[src/rtl/sr_latch_sequencer.sv]
// sr_latch_sequencer
//   Serialises set/clear requests from N_REQ requesters onto a NOR SR latch.
//   Requests are served round-robin. Each operation drives one timed pulse on
//   S or R, then holds both low for a settle window. It then reads back Q/Qn
//   through a 2-flop synchronizer and reports pass/fail with a completion
//   strobe.
//
//   Ports:
//     clk, rst          clock, synchronous active-high reset
//     req_set, req_clr  per-requester level requests (clear wins if both set)
//     gnt               one-hot completion strobe to the served requester
//     done, err         completion strobe; err qualifies it (readback bad)
//     busy              high whenever the FSM is not idle
//     latch_s, latch_r  mutually exclusive drives to the latch cell
//     latch_q, latch_qn asynchronous readback from the latch cell
//     state_q           last verified latch state
//
//   Optional build macro SR_SEQ_SKIP_REDUNDANT_EN: a request that would drive
//   the latch to its already-verified state completes immediately, without
//   pulsing the latch.
module sr_latch_sequencer #(
   parameter int N_REQ         = 4,
   parameter int PULSE_CYCLES  = 2,
   parameter int SETTLE_CYCLES = 3
) (
   input  logic             clk,
   input  logic             rst,
   input  logic [N_REQ-1:0] req_set,
   input  logic [N_REQ-1:0] req_clr,
   output logic [N_REQ-1:0] gnt,
   output logic             done,
   output logic             err,
   output logic             busy,
   output logic             latch_s,
   output logic             latch_r,
   input  logic             latch_q,
   input  logic             latch_qn,
   output logic             state_q
);

   localparam int IDX_W = (N_REQ > 1) ? $clog2(N_REQ) : 1;
   localparam logic [N_REQ-1:0] ONE_HOT0 = N_REQ'(1);

   if (N_REQ < 2 || N_REQ > 8) begin : g_bad_nreq
      $error("N_REQ must be in 2..8");
   end
   if (PULSE_CYCLES < 1 || PULSE_CYCLES > 15) begin : g_bad_pulse
      $error("PULSE_CYCLES must be in 1..15");
   end
   // The settle window must cover the 2-flop readback synchronizer.
   if (SETTLE_CYCLES < 2 || SETTLE_CYCLES > 15) begin : g_bad_settle
      $error("SETTLE_CYCLES must be in 2..15");
   end

   typedef enum logic [2:0] {S_IDLE, S_PULSE, S_SETTLE, S_CHECK, S_DONE} fsm_t;

   fsm_t             cur_st, nxt_st;
   logic [IDX_W-1:0] ptr, idx, cand, sel_idx, idx_nxt;
   logic             op_clr, sel_clr, sel_found, op_nxt;
   logic [3:0]       cnt;
   logic [1:0]       q_sync, qn_sync;
   logic             chk_fail, skip_c;
   logic [N_REQ-1:0] gnt_nxt;
   logic             done_nxt, err_nxt, busy_nxt, s_nxt, r_nxt;

`ifdef SR_SEQ_SKIP_REDUNDANT_EN
   logic             valid;
`endif

   // Round-robin pick: first active index at or after ptr, wrapping.
   always_comb begin
      sel_found = 1'b0;
      sel_idx   = '0;
      sel_clr   = 1'b0;
      cand      = '0;
      for (int unsigned k = 0; k < N_REQ; k++) begin
         cand = IDX_W'((32'(ptr) + k) % N_REQ);
         if (!sel_found && (req_set[cand] || req_clr[cand])) begin
            sel_found = 1'b1;
            sel_idx   = cand;
            sel_clr   = req_clr[cand];
         end
      end
   end

`ifdef SR_SEQ_SKIP_REDUNDANT_EN
   assign skip_c = valid && ((!sel_clr) == state_q);
`else
   assign skip_c = 1'b0;
`endif

   // SET expects q=1,qn=0; CLR expects q=0,qn=1. Q==Qn always fails.
   assign chk_fail = !((q_sync[1] == !op_clr) && (qn_sync[1] == op_clr));

   // State register
   always_ff @(posedge clk) begin
      if (rst) cur_st <= S_IDLE;
      else     cur_st <= nxt_st;
   end

   // Next-state logic
   always_comb begin
      nxt_st = cur_st;
      case (cur_st)
         S_IDLE:   if (sel_found) nxt_st = skip_c ? S_DONE : S_PULSE;
         S_PULSE:  if (cnt == 4'd1) nxt_st = S_SETTLE;
         S_SETTLE: if (cnt == 4'd1) nxt_st = S_CHECK;
         S_CHECK:  nxt_st = S_DONE;
         S_DONE:   nxt_st = S_IDLE;
         default:  nxt_st = S_IDLE;
      endcase
   end

   // Output logic: decoded from the upcoming state so every output is a flop.
   always_comb begin
      op_nxt   = (cur_st == S_IDLE) ? sel_clr : op_clr;
      idx_nxt  = (cur_st == S_IDLE) ? sel_idx : idx;
      gnt_nxt  = '0;
      if (nxt_st == S_DONE) gnt_nxt = ONE_HOT0 << idx_nxt;
      done_nxt = (nxt_st == S_DONE);
      err_nxt  = (cur_st == S_CHECK) && chk_fail;
      busy_nxt = (nxt_st != S_IDLE);
      s_nxt    = (nxt_st == S_PULSE) && !op_nxt;
      r_nxt    = (nxt_st == S_PULSE) && op_nxt;
   end

   always_ff @(posedge clk) begin
      if (rst) begin
         gnt     <= '0;
         done    <= 1'b0;
         err     <= 1'b0;
         busy    <= 1'b0;
         latch_s <= 1'b0;
         latch_r <= 1'b0;
      end else begin
         gnt     <= gnt_nxt;
         done    <= done_nxt;
         err     <= err_nxt;
         busy    <= busy_nxt;
         latch_s <= s_nxt;
         latch_r <= r_nxt;
      end
   end

   // Datapath: pointer, captured request, counter, synchronizer, result.
   always_ff @(posedge clk) begin
      if (rst) begin
         ptr     <= '0;
         idx     <= '0;
         op_clr  <= 1'b0;
         cnt     <= '0;
         q_sync  <= '0;
         qn_sync <= '0;
         state_q <= 1'b0;
`ifdef SR_SEQ_SKIP_REDUNDANT_EN
         valid   <= 1'b0;
`endif
      end else begin
         q_sync  <= {q_sync[0], latch_q};
         qn_sync <= {qn_sync[0], latch_qn};
         case (cur_st)
            S_IDLE: begin
               if (sel_found) begin
                  idx    <= sel_idx;
                  op_clr <= sel_clr;
                  cnt    <= 4'(PULSE_CYCLES);
               end
            end
            S_PULSE: begin
               if (cnt == 4'd1) cnt <= 4'(SETTLE_CYCLES);
               else             cnt <= cnt - 4'd1;
            end
            S_SETTLE: cnt <= cnt - 4'd1;
            S_CHECK: begin
               if (!chk_fail) state_q <= !op_clr;
`ifdef SR_SEQ_SKIP_REDUNDANT_EN
               valid <= !chk_fail;
`endif
            end
            S_DONE: ptr <= (idx == IDX_W'(N_REQ - 1)) ? '0 : idx + IDX_W'(1);
            default: ;
         endcase
      end
   end

endmodule

[config.mk]
export PLATFORM = sky130hd
export DESIGN_NAME = sr_latch_sequencer
export DESIGN_NICKNAME = d
export VERILOG_FILES = /design/src/rtl/sr_latch_sequencer.sv
export SDC_FILE = /design/constraint.sdc
export NUM_CORES = 1
export LEC_CHECK = 0
export BUFFER_PORTS_ARGS = -buffer_cell sky130_fd_sc_hd__buf_2
export CORE_ASPECT_RATIO = 0.7
export CORE_MARGIN = 2
export CORE_UTILIZATION = 45
export CTS_CLUSTER_DIAMETER = 60
export DETAILED_ROUTE_END_ITERATION = 8
export PLACE_DENSITY = 0.78
export SLEW_MARGIN = 20
export SYNTH_ARGS = -nofsm -noshare
export SYNTH_HDL_FRONTEND = slang
export SYNTH_SLANG_ARGS = --single-unit
export TNS_END_PERCENT = 100
[constraint.sdc]
create_clock -name clk -period 2.6 [get_ports clk]
set_input_delay 0.52 -clock clk [delete_from_list [all_inputs] [get_ports clk]]
set_output_delay 0.52 -clock clk [all_outputs]
set_load 0.02 [all_outputs]
==> flow_summary.toml <==
[status]
status = "finished clean"

[grt]
gr-total-overflow = 0
grt_max_degree = 18
grtUsageTotal = 0.1587
grt_pass1_wl_microns = 4629
antenna_found_initial = 0
grt_pass1_vias = 1028

[power]
p_int_uw = 691.9
combPwrFrac = 0.158
clockPowerShare = 0.357
switching_power_uw = 223.4
share_seq_of_total_power = 0.484
p_leak_uw = 0.0006743
switching_share = 0.2441
ir_drop_mv = 0.2395
p_per_area_nw_per_um2 = 563.6

[finish]
diodes = 0
layout.nets = 199
fin_area_sq_um = 1624
final_common_cell = "dfxtp_1"
most-common-layout-cells = "dfxtp_1 (26), buf_2 (21), nand2_1 (14), a21oi_1 (13), nor2_1 (12)"
drive_gt1_frac = 0.1967
utilization = 0.5266
n_fill_cell = 270
area_growth_pct = 14.36

[critical_path]
r2r-start = "ptr[1]"
critPathTopFamily = "simple AND/OR/NAND/NOR gates"
setup.worst_path.class = "register to register"
startpoint = "ptr[1]"
slowest_delay_ns = 0.60
rrSetupSlack_ns = 0.27
critPathBufInv = 0
r2r-end = "busy"
reg2reg_depth = 5
cp.required_ns = 2.76
end_kind = "register"
path_depth = 5
crit_fanout = 12
cp.arrival_ns = 2.48
cpMaxStageDelayCell = "dfxtp_1"
path_cells = "mux4_2 > nor2_1 > nor4b_4 > a2111oi_1 > or3_1"
crit_path_start_kind = "register"

[yosys]
async_flop_share = 0
avgSynthCellArea_sq_um = 8.659
synth_fp_nets = 179
synth_cell_type_count = 43
syn_area_sq_um = 1420
yosysWarnings = 0
yosysSeqAreaShare = 0.3665
synth-main-ff-cell = "dfxtp_1"
synth_edf_count = 0
synth-seq-cells = 26
synth_cells = 164

[timing]
fmax_mhz = 429.7
hold_slack_ns = 0.4402
grt_setup_unrepaired = "false"
slew_headroom = 0.6603
timing.final.crit_share = 0.8950
tightest_slew_ns = 0.5085
post-route-min-period_ns = 2.327
finalClockSkew_ns = 0.004215
hold_viol_final = 0
setup_viol = 0
slew_viol_final = 0
finalWorstSetupSlack_ns = 0.2730
final.setup.tns_ns = 0

[worst_hold_path]
min_to = "qn_sync[1]"
holdPathStages = 1
hold_path_class = "register to register"
hold_path.startpoint = "qn_sync[0]"

[clock_tree]
cts-root-buf = "clkbuf_8"
htreeDepth = 1
numCtsBuffers = 3
cts_tree = "done"
ctsResizeCount = 0
clock_sinks = 26
ctsHoldBuffers = 0
cts_setup_buffers = 0
clk_pin_slew_ns = 0.09
clock_latency_ns = 0.27
clockBufferDepth = 2

[route]
vias = 1241
vias_per_cell = 5.615
dr.first_iter.drc_count = 95
firstDrtPassIters = 4
drtAntennaViolNets = 0
routedWlPerCell_microns = 12.78
drc = 0
wl_microns = 2824

[placement]
dpl-instance-area_sq_um = 1553
gp_congestion = 0.8271
hpwl_microns = 2062
io_buffers = 21
dp_slack_ns = 0.1706

[floorplanning]
initial_core_util = 0.4604
die_area_sq_um = 3628
core_sq_um = 3084
fp.dieW_microns = 71.15
io_pins = 22
die_h_microns = 51
fp-row-count = 17

[job]
max-cap-violations = 0
## through the flow
step,power (uW),instances
CTS,919.9,221
global route,958.6,221
detailed placement,593.8,217
finish,915.3,221
global placement,593.8,217
floorplan,551.5,164
## flip-flops by register name, indices dropped and copies added, names as in the netlist
signal   count
err          1
cur_st       3
done         1
state_q      1
idx          2
latch_s      1
latch_r      1
ptr          2
gnt          4
op_clr       1
busy         1
qn_sync      2
q_sync       2
cnt          4
## logic make-up (layout without fill, tap and decap cells)
kind of cell    after synthesis  count (layout)  share of synthesized area
fa+ha+maj                     3               3                    0.02643
simple gates                 62              62                     0.2326
compound gates               46              46                     0.2212
xor+xnor                      1               1                   0.006169
flops                        26              26                     0.3665
mux                           8               8                    0.09339
buf+inv                      18              37                    0.05374
## synthesized netlist by cell type, types with 2 or more instances
library cell  instances  area share
a211oi_1              6       0.032
a21oi_1              13       0.046
a311oi_1              2       0.012
clkbuf_1              6       0.016
dfxtp_1              26        0.37
ha_1                  3       0.026
inv_1                 9       0.024
mux2_2                2       0.016
mux2i_1               2       0.014
mux4_2                4       0.063
nand2_1              14       0.037
nand2b_1              8       0.035
nand3_1               4       0.014
nor2_1               12       0.032
nor2b_1               6       0.026
nor3_1                9       0.032
nor3b_1               2       0.011
o21a_1                4       0.021
o21ai_0               6       0.021
o32ai_1               2       0.012
or3_1                 2      0.0088
## cell type report
| type | instances | area (sq um) | area share |
|---|---|---|---|
| flip-flops and latches | 26 | 520.5 | 0.3205 |
| repair buffers | 24 | 127.6 | 0.07858 |
| clock inverters | 1 | 30.03 | 0.01849 |
| well taps | 38 | 47.55 | 0.02928 |
| clock buffers | 3 | 41.29 | 0.02542 |
| multi-input cells | 120 | 823.3 | 0.5069 |
| inverters | 9 | 33.78 | 0.02080 |
## metal layers
layer | track usage | part of all wire | vias to the layer above
met5 | 0 | 0 | -
met4 | 0.01258 | 0 | 0
met3 | 0.03550 | 0.052 | 0
met2 | 0.2284 | 0.41 | 44
met1 | 0.2491 | 0.54 | 563
li1 | - | - | 634
## power groups by stage
| stage | clock network [uW] | logic, uW | registers, uW |
|---|---|---|---|
| global route | 349 | 163 | 447 |
| global placement | 0 | 142 | 452 |
| finish | 327 | 145 | 443 |
| CTS | 334 | 144 | 443 |
| detailed placement | 0 | 142 | 452 |
| floorplan | 0 | 100 | 451 |
## worst max path at each step
stage,endpoint,slack (ns)
floorplan,busy,0.41
finish,busy,0.27
CTS,busy,0.30
global route,busy,0.19
global placement,busy,0.21
detailed placement,busy,0.17
No activity file was read; power rests on OpenSTA's default activity.
